--- config.mk ---
export PLATFORM = sky130hd
export DESIGN_NAME = serial_loader
export DESIGN_NICKNAME = d
export VERILOG_FILES = /design/src/rtl/serial_loader.sv
export SDC_FILE = /design/constraint.sdc
export NUM_CORES = 1
export LEC_CHECK = 0
export CAP_MARGIN = 25
export CELL_PAD_IN_SITES_DETAIL_PLACEMENT = 1
export CELL_PAD_IN_SITES_GLOBAL_PLACEMENT = 1
export CORE_MARGIN = 2
export CORE_UTILIZATION = 40
export DETAILED_ROUTE_END_ITERATION = 10
export HOLD_SLACK_MARGIN = 0.06
export PLACE_DENSITY = 0.82
export SYNTH_ARGS = -nofsm -noshare
export SYNTH_HDL_FRONTEND = slang
export SYNTH_SLANG_ARGS = --single-unit
--- constraint.sdc ---
create_clock -name clk -period 3.25 [get_ports clk]
set_clock_uncertainty 0.2 [all_clocks]
set_input_delay 0.4875 -clock clk [delete_from_list [all_inputs] [get_ports clk]]
set_output_delay 0.4875 -clock clk [all_outputs]
set_load 0.03 [all_outputs]
--- src/rtl/serial_loader.sv ---
// Parallel-to-serial feeder: captures a word on start and emits it MSB-first
// on ld, one bit per enabled clock, with a start/busy/done handshake.
module serial_loader #(
    parameter int WIDTH = 6,
    parameter int CNT_W = 5
) (
    input  logic             clk,
    input  logic             clr,
    input  logic             start,
    input  logic [WIDTH-1:0] data,
    input  logic             en,
    output logic             ld,
    output logic             busy,
    output logic             done,
    output logic [CNT_W-1:0] bit_cnt
);

    typedef enum logic [1:0] {
        IDLE  = 2'd0,
        SHIFT = 2'd1,
        DONE  = 2'd2
    } state_t;

    localparam logic [CNT_W-1:0] LAST = CNT_W'(WIDTH - 1);
    localparam logic [CNT_W-1:0] FULL = CNT_W'(WIDTH);

    state_t           state_q, state_d;
    logic [WIDTH-1:0] shadow_q, shadow_d;
    logic [CNT_W-1:0] cnt_q, cnt_d;

    always_ff @(posedge clk or posedge clr) begin
        if (clr) begin
            state_q  <= IDLE;
            shadow_q <= '0;
            cnt_q    <= '0;
        end else begin
            state_q  <= state_d;
            shadow_q <= shadow_d;
            cnt_q    <= cnt_d;
        end
    end

    always_comb begin
        state_d  = state_q;
        shadow_d = shadow_q;
        cnt_d    = cnt_q;
        unique case (state_q)
            IDLE: begin
                if (start) begin
                    shadow_d = data;
                    cnt_d    = '0;
                    state_d  = SHIFT;
                end
            end
            SHIFT: begin
                if (en) begin
                    shadow_d = {shadow_q[WIDTH-2:0], 1'b0};
                    if (cnt_q == LAST) begin
                        cnt_d   = FULL;
                        state_d = DONE;
                    end else begin
                        cnt_d = cnt_q + 1'b1;
                    end
                end
            end
            DONE: begin
                cnt_d   = '0;
                state_d = IDLE;
            end
            default: begin
                cnt_d   = '0;
                state_d = IDLE;
            end
        endcase
    end

    // Outputs decode registered state only, so ld has no input-to-output path.
    always_comb begin
        ld      = 1'b0;
        busy    = 1'b0;
        done    = 1'b0;
        bit_cnt = cnt_q;
        unique case (state_q)
            IDLE: begin
                ld = 1'b0;
            end
            SHIFT: begin
                busy = 1'b1;
                ld   = shadow_q[WIDTH-1];
            end
            DONE: begin
                done = 1'b1;
            end
            default: begin
                ld = 1'b0;
            end
        endcase
    end

endmodule

==> reports/metrics.cfg, run 1 <==
[timing]
finalSetupViolations = 0
relSlewSlack_pct = 64.1
hold_slack_ps = 316
tightest_slew_ps = 529
max_freq_mhz = 348
fin_setup_tns_ps = 0
period_minus_slack_ps = 2870
hold_violations = 0
drv_slew = 0
finalWorstSetupSlack_ps = 377
rsz0062_at_grt = no
finalCritPeriodShare_pct = 88.4

[power]
switching_power_mw = 0.194
pwr-share-seq_pct = 42.0
combPwrFrac_pct = 39.5
p_per_area_nw_per_um2 = 564
p_int_mw = 0.344
clkPwrFrac_pct = 18.5
p_leak_nw = 0.438
swShare_pct = 36.1
ir_drop_v = 0.000258

[die]
io_pins = 18
die_h_um = 47.3
dieArea_um2 = 2230
placementRows = 15
coreArea_um2 = 1750
initial_core_util_pct = 42.9
die_width_um = 47.3

[yosys]
synth_edf_count = 0
synth_seq_cells = 13
syn_nets = 75
synthArstFlopShare_pct = 100
ys_seq_area_share_pct = 43.5
ys.warnings.count = 0
avgSynthCellArea_um2 = 11.9
syn_area_um2 = 748
yosysUniqueCellTypes = 26
netlist_instances = 63
synth_top_flop_cell = dfrtp_1

[placed_design]
dp_hpwl_um = 1200
dpl_worst_slack_ps = 686
gp_congestion = 0.733
dp.cells = 103
port_buffers = 17

[drt]
wire_per_inst_um = 15.0
dr.pass1.iters = 4
vias = 556
postRouteAntennaNets = 0
viasPerCell = 5.20
drc = 0
drt_iter0_drc = 6
wirelength_um = 1600

[worst_setup_path]
crit_buf_inv = 1
crit_cells = 3
r2r_start = state_q[0]$_DFFE_PP0P_
crit_type = flip-flop to output port
reg2reg_slack_ps = 1310
rr_worst_depth = 3
slowest_stage = clkdlybuf4s50_1
r2r-end = shadow_q[3]$_DFFE_PP0P_
crit_fanout = 9
cpPeakStageDelay_ps = 660
startpoint = state_q[0]$_DFFE_PP0P_
crit_chain = nor2b_2 > and2_2 > clkdlybuf4s50_1
end_kind = output port
crit_required_ps = 2560
worstSetupStartpointType = flip-flop
path_delay_family = simple AND/OR/NAND/NOR gates
cp.arrival_ps = 2190

[layout]
final_common_cell = clkdlybuf4s50_1
areaGrowthSynthToFinish_pct = 27.4
drive_gt1_share_pct = 23.2
num_antenna_cells = 0
stdcell_count = 107
mostFrequentLayoutCells = clkdlybuf4s50_1 (17), dfrtp_1 (13), mux2_4 (10), inv_1 (6), nand3_1 (5)
nets = 95

[cts]
cts_sinks = 13
root_buffer = clkbuf_4
ctsHtreeMaxLevel = 1
clk_latency_ps = 270
post_cts_buffers = 0
tritoncts = yes
cts_buffers = 3
cts_buffer_depth = 2
ctsResizeCount = 0
cts_hold_buf = 0
clk_pin_slew_ps = 80

[global_route]
grt_pass1_vias = 561
grt_max_degree = 14
grt_overflow = 0
antenna_found_initial = 0
grt_pass1_wl_um = 2560
grt_use_total_pct = 16.9

[status]
status = finished clean

[worst_hold_path]
hold_end = shadow_q[5]$_DFFE_PP0P_
hold_start = shadow_q[5]$_DFFE_PP0P_
hold_depth = 1
min_path_type = flip-flop to flip-flop

[job]
drv_cap = 0

==> power groups by stage <==
stage	Sequential [mW]	Combinational [mW]	Clock, mW
2_1_floorplan	0.268	0.0906	0
3_3_place_gp	0.227	0.210	0
4_1_cts	0.226	0.216	0.101
6_report	0.226	0.212	0.0994
3_5_place_dp	0.229	0.214	0
5_1_grt	0.230	0.232	0.111
==> state kept, by name (all words and copies together), names as in the netlist <==
signal,cells
shadow_q,6
bit_cnt,5
state_q,2
==> logic make-up after synthesis <==
| logic type | share of synthesized area (%) |
|---|---|
| fa+ha+maj | 3.34 |
| compound gates | 11.2 |
| buf+inv | 6.02 |
| simple gates | 14.0 |
| flops | 43.5 |
| mux | 21.9 |
==> worst max-delay path by stage <==
stage               to  slack (ps)
floorplan           ld        1520
global placement    ld         750
detailed placement  ld         690
CTS                 ld         380
global route        ld         280
finish              ld         380
==> through the flow <==
step | util [%] | power (mW) | area [µm²]
2_1_floorplan | - | 0.359 | 748
3_3_place_gp | 53.1 | 0.437 | 927
3_5_place_dp | 53.1 | 0.443 | 927
4_1_cts | 54.6 | 0.543 | 953
5_1_grt | 54.6 | 0.573 | 953
6_report | 54.6 | 0.538 | 953
==> worst reg2reg max path: cells and delay by family (launching register included) <==
family	cells	cell delay, ps
DFF	1	510
and+or+nand+nor	1	520
muxes	2	600
==> per-layer routing <==
metal	vias to the layer above	track usage, %	wire length [µm]
li1	265	-	-
met1	270	20.8	718
met2	17	27.3	761
met3	4	4.23	93
met4	0	8.33	30
met5	-	0	0
==> cells in the mapped netlist, drive strengths merged, types with 2 or more instances <==
master / count / area (µm²)
buf: 2 / 22.5
inv: 6 / 22.5
nand3: 5 / 25.0
ha: 2 / 25.0
mux2: 10 / 150
nor2: 4 / 22.5
o22ai: 3 / 18.8
o21ai: 2 / 10.0
dfrtp: 13 / 325
==> area by class of cell <==
class | instances | area (µm²)
fillers | 195 | 792
multi-input cells | 42 | 378
flip-flops and latches | 13 | 325
repair buffers | 17 | 170
well taps | 25 | 31.3
clock buffers | 4 | 26.3
inverters | 6 | 22.5
Note: power is estimated with default switching activity, not from simulation.
==> inputs of run 2 (changes only) <==
--- a/config.mk
+++ b/config.mk
@@ -6,7 +6,7 @@
 export NUM_CORES = 1
 export LEC_CHECK = 0
 export CAP_MARGIN = 25
-export CELL_PAD_IN_SITES_DETAIL_PLACEMENT = 1
+export CELL_PAD_IN_SITES_DETAIL_PLACEMENT = 0
 export CELL_PAD_IN_SITES_GLOBAL_PLACEMENT = 1
 export CORE_MARGIN = 2
 export CORE_UTILIZATION = 40
==> reports/metrics.cfg, run 2 (same netlist as run 1, synthesis figures left out) <==
[status]
status = finished clean

[cts]
clk_latency_ps = 280  ; about the same
clk_pin_slew_ps = 80  ; about the same
cts_sinks = 13  ; unchanged
ctsResizeCount = 0  ; unchanged
post_cts_buffers = 0  ; unchanged
root_buffer = clkbuf_4
ctsHtreeMaxLevel = 1  ; unchanged
tritoncts = yes
cts_buffer_depth = 2  ; unchanged
cts_hold_buf = 0  ; unchanged
cts_buffers = 3  ; unchanged

[drt]
drt_iter0_drc = 10  ; +4
wire_per_inst_um = 13.2  ; -12%
wirelength_um = 1410  ; -12%
vias = 556  ; unchanged
postRouteAntennaNets = 0  ; unchanged
dr.pass1.iters = 6  ; +2
drc = 0  ; unchanged
viasPerCell = 5.20  ; unchanged

[die]
dieArea_um2 = 2230  ; unchanged
placementRows = 15  ; unchanged
initial_core_util_pct = 42.9  ; unchanged
die_width_um = 47.3  ; unchanged
die_h_um = 47.3  ; unchanged
io_pins = 18  ; unchanged
coreArea_um2 = 1750  ; unchanged

[placed_design]
dp.cells = 103  ; unchanged
dp_hpwl_um = 989  ; -17%
gp_congestion = 0.733  ; unchanged
port_buffers = 17  ; unchanged

[timing]
max_freq_mhz = 350  ; +0.68%
hold_violations = 0  ; unchanged
fin_setup_tns_ps = 0  ; unchanged
finalSetupViolations = 0  ; unchanged
drv_slew = 0  ; unchanged
rsz0062_at_grt = no
tightest_slew_ps = 503  ; -25.5 ps
period_minus_slack_ps = 2850  ; -19.4 ps
hold_slack_ps = 322  ; +5.69 ps
finalCritPeriodShare_pct = 87.8  ; -0.60 points
relSlewSlack_pct = 65.8  ; +1.7 points

[global_route]
antenna_found_initial = 0  ; unchanged
grt_use_total_pct = 14.8  ; -2.1 points
grt_pass1_wl_um = 2260  ; -12%
grt_overflow = 0  ; unchanged
grt_pass1_vias = 505  ; -10%
grt_max_degree = 14  ; unchanged

[layout]
nets = 95  ; unchanged
n_fill_cell = 168  ; -14%
post-route-util_pct = 54.6  ; unchanged
mostFrequentLayoutCells = clkdlybuf4s50_1 (17), dfrtp_1 (13), mux2_4 (10), inv_1 (6), nand3_1 (5)
regMostFlops = shadow_q
stdcell_count = 107  ; unchanged
final_common_cell = clkdlybuf4s50_1
largest_reg_flops = 6  ; unchanged
drive_gt1_share_pct = 23.2  ; unchanged
seq_area_um2 = 325  ; unchanged
num_antenna_cells = 0  ; unchanged
areaGrowthSynthToFinish_pct = 27.4  ; unchanged
multi_input_area_um2 = 378  ; unchanged

[worst_setup_path]
crit_buf_inv = 1  ; unchanged
crit_required_ps = 2560  ; about the same
slowest_stage = clkdlybuf4s50_1
crit_fanout = 9  ; unchanged
worstSetupStartpointType = flip-flop
crit_chain = nor2b_2 > and2_2 > clkdlybuf4s50_1
cp.arrival_ps = 2170  ; -20 ps
path_delay_family = simple AND/OR/NAND/NOR gates
end_kind = output port
cpPeakStageDelay_ps = 660  ; about the same
crit_type = flip-flop to output port

[power]
p_per_area_nw_per_um2 = 562  ; -0.37%
swShare_pct = 35.9  ; -0.23 points
clkPwrFrac_pct = 18.9  ; +0.4 points
combPwrFrac_pct = 39.2  ; -0.3 points
ir_drop_v = 0.000323  ; +25%
p_int_mw = 0.344  ; about the same
switching_power_mw = 0.192  ; -1.0%
p_leak_nw = 0.438  ; unchanged
pwr-share-seq_pct = 41.9  ; about the same

[job]
drv_cap = 0  ; unchanged

[worst_hold_path]
min_path_type = flip-flop to flip-flop

## run 2: cell counts in the layout (fill, tap and decap cells not counted)
No cell type changed its count.
## run 2: cell type report
type	instances	area share [%]
inverters	6	2.36
repair buffers	17	17.8
clock buffers	4	2.76
flip-flops and latches	13	34.1
well taps	25	3.28
multi-input cells	42	39.6
## run 2: worst reg2reg max path, cell delays in order, from the launching register on
cell and delay (ps):
dfrtp_1 480, nor2b_2 520, mux2_4 350, mux2_4 260
## run 2: worst paths after layout
path                            cells after the start                    start                       to  slack, ps
worst max-delay path                                3   state_q[0]$_DFFE_PP0P_                       ld        400
worst max register to register                      3   state_q[0]$_DFFE_PP0P_  shadow_q[3]$_DFFE_PP0P_       1330
worst min-delay path                                1  shadow_q[4]$_DFFE_PP0P_  shadow_q[4]$_DFFE_PP0P_        320
worst min register to register                      1  shadow_q[4]$_DFFE_PP0P_  shadow_q[4]$_DFFE_PP0P_        320
min in group asynchronous                           2                      clr  shadow_q[4]$_DFFE_PP0P_        340
max in group asynchronous                           2                      clr   bit_cnt[2]$_DFFE_PP0P_       2170
## run 2: metal layers
layer,vias up,wire length [µm],track usage [%]
met5,-,0,0
met4,0,12,5.00
met3,2,105,5.77
met2,19,655,22.7
met1,268,641,18.9
li1,267,-,-
## run 2: per-stage QoR
step	cell area, µm²	worst slack [ps]	power, mW
CTS	953	382	0.543
finish	953	397	0.536
detailed placement	927	705	0.439
floorplan	748	1520	0.359
global route	953	283	0.572
global placement	927	746	0.437
## run 2: power groups by stage
stage,sequential (mW),clock [mW],combinational [mW]
finish,0.224,0.101,0.210
floorplan,0.268,0,0.0906
global route,0.229,0.115,0.228
detailed placement,0.227,0,0.212
CTS,0.224,0.107,0.213
global placement,0.227,0,0.210
